`src/rtl/mux8_rr_scheduler_pkg.sv`:
```
// Shared definitions for the 8-requester round-robin mux scheduler.
//   N_REQ          number of requesters
//   SEL_W          width of the mux select / owner index
//   sched_state_t  scheduler FSM states
//   rot_first()    index of the first set request, scanning circularly upward from ptr
package mux8_sched_pkg;

  localparam int N_REQ = 8;
  localparam int SEL_W = 3;

  typedef enum logic [1:0] {
    IDLE  = 2'd0,
    GRANT = 2'd1,
    GAP   = 2'd2
  } sched_state_t;

  // Returns ptr when no request is set; callers qualify the result with |req.
  function automatic logic [SEL_W-1:0] rot_first(input logic [N_REQ-1:0] req,
                                                 input logic [SEL_W-1:0] ptr);
    logic [SEL_W-1:0] idx;
    logic [SEL_W-1:0] cand;
    idx = ptr;
    // Walk from the farthest candidate back toward ptr so the nearest one wins.
    for (int k = N_REQ - 1; k >= 0; k--) begin
      cand = ptr + SEL_W'(k);
      if (req[cand]) begin
        idx = cand;
      end
    end
    return idx;
  endfunction

endpackage

```
`src/rtl/mux8_rr_scheduler_rr_pick.sv`:
```
// Combinational circular priority search.
//   req  [7:0] in   request vector
//   ptr  [2:0] in   highest-priority index
//   idx  [2:0] out  winning requester index (valid when any=1)
//   any        out  at least one request is set
module rr_pick
  import mux8_sched_pkg::*;
(
  input  logic [N_REQ-1:0] req,
  input  logic [SEL_W-1:0] ptr,
  output logic [SEL_W-1:0] idx,
  output logic             any
);

  // Rotate the request vector so that bit 0 corresponds to requester ptr.
  logic [N_REQ-1:0] rot;

  genvar gi;
  generate
    for (gi = 0; gi < N_REQ; gi++) begin : g_rot
      assign rot[gi] = req[SEL_W'(ptr + SEL_W'(gi))];
    end
  endgenerate

  // Lowest set bit of the rotated vector is the distance from ptr to the winner.
  assign idx = ptr + rot_first(rot, '0);
  assign any = |req;

endmodule

```
`src/rtl/mux8_rr_scheduler.sv`:
```
// Round-robin scheduler sharing one 8:1 single-bit mux among 8 requesters.
// An owner keeps the mux while its req stays high, for at most MAX_HOLD cycles;
// a single dead cycle separates successive owners.
//   clk      in   clock, rising edge
//   rst      in   asynchronous active-high reset
//   en       in   1 = new grants allowed (a running owner is unaffected)
//   req[7:0] in   request vector
//   grant    out  one-hot owner, zero when idle
//   busy     out  a grant is active
//   s0/s1/s2 out  mux select (owner index), holds its last value when idle
//   expired  out  one-cycle pulse after a MAX_HOLD release
module mux8_rr_scheduler
  import mux8_sched_pkg::*;
#(
  parameter int MAX_HOLD = 16
) (
  input  logic             clk,
  input  logic             rst,
  input  logic             en,
  input  logic [N_REQ-1:0] req,
  output logic [N_REQ-1:0] grant,
  output logic             busy,
  output logic             s0,
  output logic             s1,
  output logic             s2,
  output logic             expired
);

  localparam logic [7:0] HOLD_LIM = 8'(MAX_HOLD);

  sched_state_t     state_reg, state_next;
  logic [SEL_W-1:0] ptr_reg, ptr_next;
  logic [SEL_W-1:0] owner_reg, owner_next;
  logic [7:0]       cnt_reg, cnt_next;
  logic [N_REQ-1:0] grant_reg, grant_next;
  logic             expired_reg, expired_next;

  logic [SEL_W-1:0] pick_idx;
  logic             pick_any;
  logic             hold_hit;
  logic             release_now;

  rr_pick u_pick (
    .req (req),
    .ptr (ptr_reg),
    .idx (pick_idx),
    .any (pick_any)
  );

  assign hold_hit    = (cnt_reg == HOLD_LIM);
  assign release_now = !req[owner_reg] || hold_hit;

  always_comb begin
    state_next   = state_reg;
    ptr_next     = ptr_reg;
    owner_next   = owner_reg;
    cnt_next     = cnt_reg;
    grant_next   = grant_reg;
    expired_next = 1'b0;

    case (state_reg)
      // GAP arbitrates exactly like IDLE: its single cycle with grant=0 is the
      // dead cycle, and the new owner appears on the following edge.
      IDLE, GAP: begin
        if (en && pick_any) begin
          state_next = GRANT;
          owner_next = pick_idx;
          grant_next = N_REQ'(1) << pick_idx;
          cnt_next   = 8'd1;
        end else begin
          state_next = IDLE;
        end
      end

      GRANT: begin
        if (release_now) begin
          state_next   = GAP;
          grant_next   = '0;
          // Previous owner drops to lowest priority; 3-bit add wraps 7 -> 0.
          ptr_next     = owner_reg + 1'b1;
          expired_next = hold_hit;
          cnt_next     = 8'd0;
        end else if (!hold_hit) begin
          cnt_next = cnt_reg + 8'd1;
        end
      end

      default: begin
        state_next = IDLE;
        grant_next = '0;
      end
    endcase
  end

  always_ff @(posedge clk or posedge rst) begin
    if (rst) begin
      state_reg   <= IDLE;
      ptr_reg     <= '0;
      owner_reg   <= '0;
      cnt_reg     <= '0;
      grant_reg   <= '0;
      expired_reg <= 1'b0;
    end else begin
      state_reg   <= state_next;
      ptr_reg     <= ptr_next;
      owner_reg   <= owner_next;
      cnt_reg     <= cnt_next;
      grant_reg   <= grant_next;
      expired_reg <= expired_next;
    end
  end

  // owner_reg only changes on a new grant, so it doubles as the held mux select.
  assign grant   = grant_reg;
  assign busy    = |grant_reg;
  assign s0      = owner_reg[0];
  assign s1      = owner_reg[1];
  assign s2      = owner_reg[2];
  assign expired = expired_reg;

endmodule

```
`config.mk`:
```
export PLATFORM = sky130hd
export DESIGN_NAME = mux8_rr_scheduler
export DESIGN_NICKNAME = d
export VERILOG_FILES = /design/src/rtl/mux8_rr_scheduler_pkg.sv /design/src/rtl/mux8_rr_scheduler_rr_pick.sv /design/src/rtl/mux8_rr_scheduler.sv
export SDC_FILE = /design/constraint.sdc
export NUM_CORES = 1
export LEC_CHECK = 0
export ABC_AREA = 1
export BUFFER_PORTS_ARGS = -buffer_cell sky130_fd_sc_hd__buf_2
export CORE_ASPECT_RATIO = 1.25
export CORE_MARGIN = 4
export CORE_UTILIZATION = 30
export DETAILED_ROUTE_END_ITERATION = 10
export PLACE_DENSITY = 0.43
export SYNTH_ARGS = -nofsm -noshare
export SYNTH_HDL_FRONTEND = slang
export SYNTH_SLANG_ARGS = --single-unit
```
`constraint.sdc`:
```
create_clock -name clk -period 3.68 [get_ports clk]
set_clock_uncertainty 0.15 [all_clocks]
set_input_delay 0.184 -clock clk [delete_from_list [all_inputs] [get_ports clk]]
set_output_delay 0.184 -clock clk [all_outputs]
set_load 0.02 [all_outputs]
```
==> summary.txt <==
Setup path
  – Cells on worst reg2reg path: 21
  – Top fanout value on the critical path: 9
  – CP Data Required Time: ~3700 ps
  – Crit end category: flop
  – Kind of critical path: flop to flop
  – FF-to-FF setup slack: slightly below 500 ps
  – Critical Path Source Type: flop
  – Critical Path AT: roughly 3200 ps

Detailed routing
  – Final WL: about 4.8 mm
  – Starting DRT DRC Count: 48
  – DR vias/cell: approximately 4.5
  – DRC Markers: 0
  – Wirelength per Cell: about 12 um
  – Drt first pass iters: 4
  – Antenna Nets Post-Route: 0
  – Vias: ~1700

Global routing
  – First-pass GRT wire length: around 8.4 mm
  – Largest net degree at the start of global routing: 26
  – Initial antenna violation count: 0
  – Overall Global Routing Usage: 0.134
  – Vias in the first global route: 1800
  – Grt ovf: 0

Clock network
  – H-tree depth: 1
  – Cts hold-fix bufs: 0
  – Clock Latency Late Sink: around 270 ps
  – CTS tree: done
  – Root Driver: clkbuf_8
  – CTS Buffer Depth: 2
  – Clock sink total: 25
  – CTS resizes: 0
  – Cts bufs inserted: 3
  – Setup bufs post-CTS: 0
  – Worst-path clk slew: 90 ps

Power and ir drop
  – Reg power frac: 0.207
  – Overall power: approximately 2.1 mW
  – NetSw: about 1.2 mW
  – P_int: roughly 0.95 mW
  – Peak VDD IR: roughly 340 uV
  – Sw Ratio: 0.553
  – Combinational power share: 0.714
  – Clk pwr share: 0.079
  – Leakage Power: 1.16 nW
  – Power density over cell area: 969 nW/um2

Finish
  – Design Area, Final: 2180 um2
  – Fraction of layout cells with a size suffix above 1: 0.197
  – N_diodes: 0
  – Final #Nets: 318
  – Layout area overhead: 13.0%

Yosys
  – Syn Nets: around 290
  – Predominant post-synthesis flop cell: dfrtp_1
  – Top-count cell post-synth: nand2_1
  – Synth area leaders: dfrtp_1 32%, nand2_1 17%, nand3_1 11%
  – Synth cell types: 32
  – Synth warn: 0
  – #FFs+latches synth: 25
  – Synth Instances: between 200 and 300
  – Area leader, netlist: dfrtp_1
  – Commonest cells post-synth: 86 x nand2_1, 41 x nand3_1, 29 x inv_1
  – Cell Area, Synth: 1930 um2
  – Sequential fraction of the synthesis area: 0.324
  – Area share of the largest cell type after synthesis: 0.324
  – Syn Area/Cell: 7.07 um2
  – Post-synth EDFFs: 0
  – Fraction of registers with async set/reset: 1.00

Placement
  – Placed inst area: between 2000 and 2500 um2
  – DP HPWL: about 3.9 mm
  – Input/output buffers: 23
  – RD Place Congestion: 0.799

Die
  – IO Pins: 24
  – Total core area: between 6000 and 7000 um2
  – Std cell rows: 32
  – Die H: about 98 um
  – Chip width: around 80 um
  – DIE AREA: 7790 um2
  – Initial Util: 0.311

Timing
  – Fin crit share: 0.867
  – Final setup violation count: 0
  – Max transition margin: 0.353
  – Period minus WS final: around 3200 ps
  – RSZ-0062 raised after global routing: no
  – Hold WS: -26.6 ps
  – Slew Limit Fails: 0
  – Max Clk Rate: about 0.31 GHz
  – Final TNS setup: 0 ps
  – Final hold vios: 25
  – Worst Max-Slew Pin Slew: just under 1000 ps

Status
  – Result of the run: finished, violations left
  – Failing checks: hold timing

Run
  – Number of max-cap violations: 0

Hold path
  – Hold Crit Class: input pin to async pin
==> cell usage in the layout, fill, tap and decap left out, types with 4 or more instances in the layout <==
cell,count
buf_2,23
dfrtp_1,25
ha_1,6
inv_1,29
nand2_1,86
nand2_2,15
nand3_1,41
nor2_1,13
nor3_1,4
o21ai_0,11
xnor2_1,4
xor2_1,5
==> final timing paths <==
path	startpoint	end
max in group asynchronous	rst	owner_reg[1]$_DFFE_PP0P_
min	rst	grant[5]$_DFFE_PP0P_
max	ptr_reg[0]$_DFFE_PP0P_	grant[0]$_DFFE_PP0P_
max reg2reg	ptr_reg[0]$_DFFE_PP0P_	grant[0]$_DFFE_PP0P_
min reg2reg	grant[0]$_DFFE_PP0P_	grant[0]$_DFFE_PP0P_
min in group clk	grant[0]$_DFFE_PP0P_	grant[0]$_DFFE_PP0P_
==> logic make-up after synthesis <==
logic type,after synthesis,synth area share
AOI/OAI and AO/OA,21,0.0622
xor gates and xnor gates,10,0.0493
adders and majority gates,7,0.0493
buffers and inverters,36,0.0823
DFF,25,0.324
and+or+nand+nor,174,0.433
==> routing by layer <==
layer / up-vias / track usage / part of all wire
met5: - / 0 / 0
met4: 0 / 0.0403 / 0.013
met2: 18 / 0.243 / 0.50
met3: 4 / 0.0121 / 0.014
li1: 930 / - / -
met1: 783 / 0.164 / 0.47
==> per-stage QoR <==
step / cells / setup WS, ps / hold WS, ps / util
after floorplan: 273 / 633 / 61.3 / -
after global placement: 380 / 486 / 327 / 0.344
after detailed placement: 380 / 454 / 320 / 0.344
after CTS: 384 / 442 / 13.5 / 0.352
after global routing: 384 / 184 / 36.6 / 0.352
final: 384 / 489 / -26.6 / 0.352
==> power by group through the flow <==
stage	Clock, mW	Combinational, mW	Sequential (mW)
floorplan	0	1.21	0.447
detailed placement	0	1.53	0.447
CTS	0.179	1.54	0.441
global placement	0	1.55	0.447
finish	0.166	1.51	0.438
global route	0.189	1.74	0.454
==> final cells by class <==
cell class	count	area, um2
well taps	85	106
repair buffers	25	130
multi-input cells	212	1150
inverters	33	129
clock buffers	4	45.0
fillers	679	4020
flip-flops and latches	25	626
==> critical path, cell delays in order, from the launching register on <==
cell,delay (ps)
dfrtp_1,420
inv_6,80
ha_1,350
inv_1,100
nand3_1,130
nand3_1,90
nand2_1,120
inv_1,50
nand2_1,60
nand2_1,40
nand2_1,50
nand2_1,40
a21boi_1,130
ha_1,160
inv_1,40
fa_1,360
xor2_1,270
inv_1,120
nand3_4,140
nand2_4,60
nand2_1,60
nand2_1,50
(Power assumes the default switching activity.)
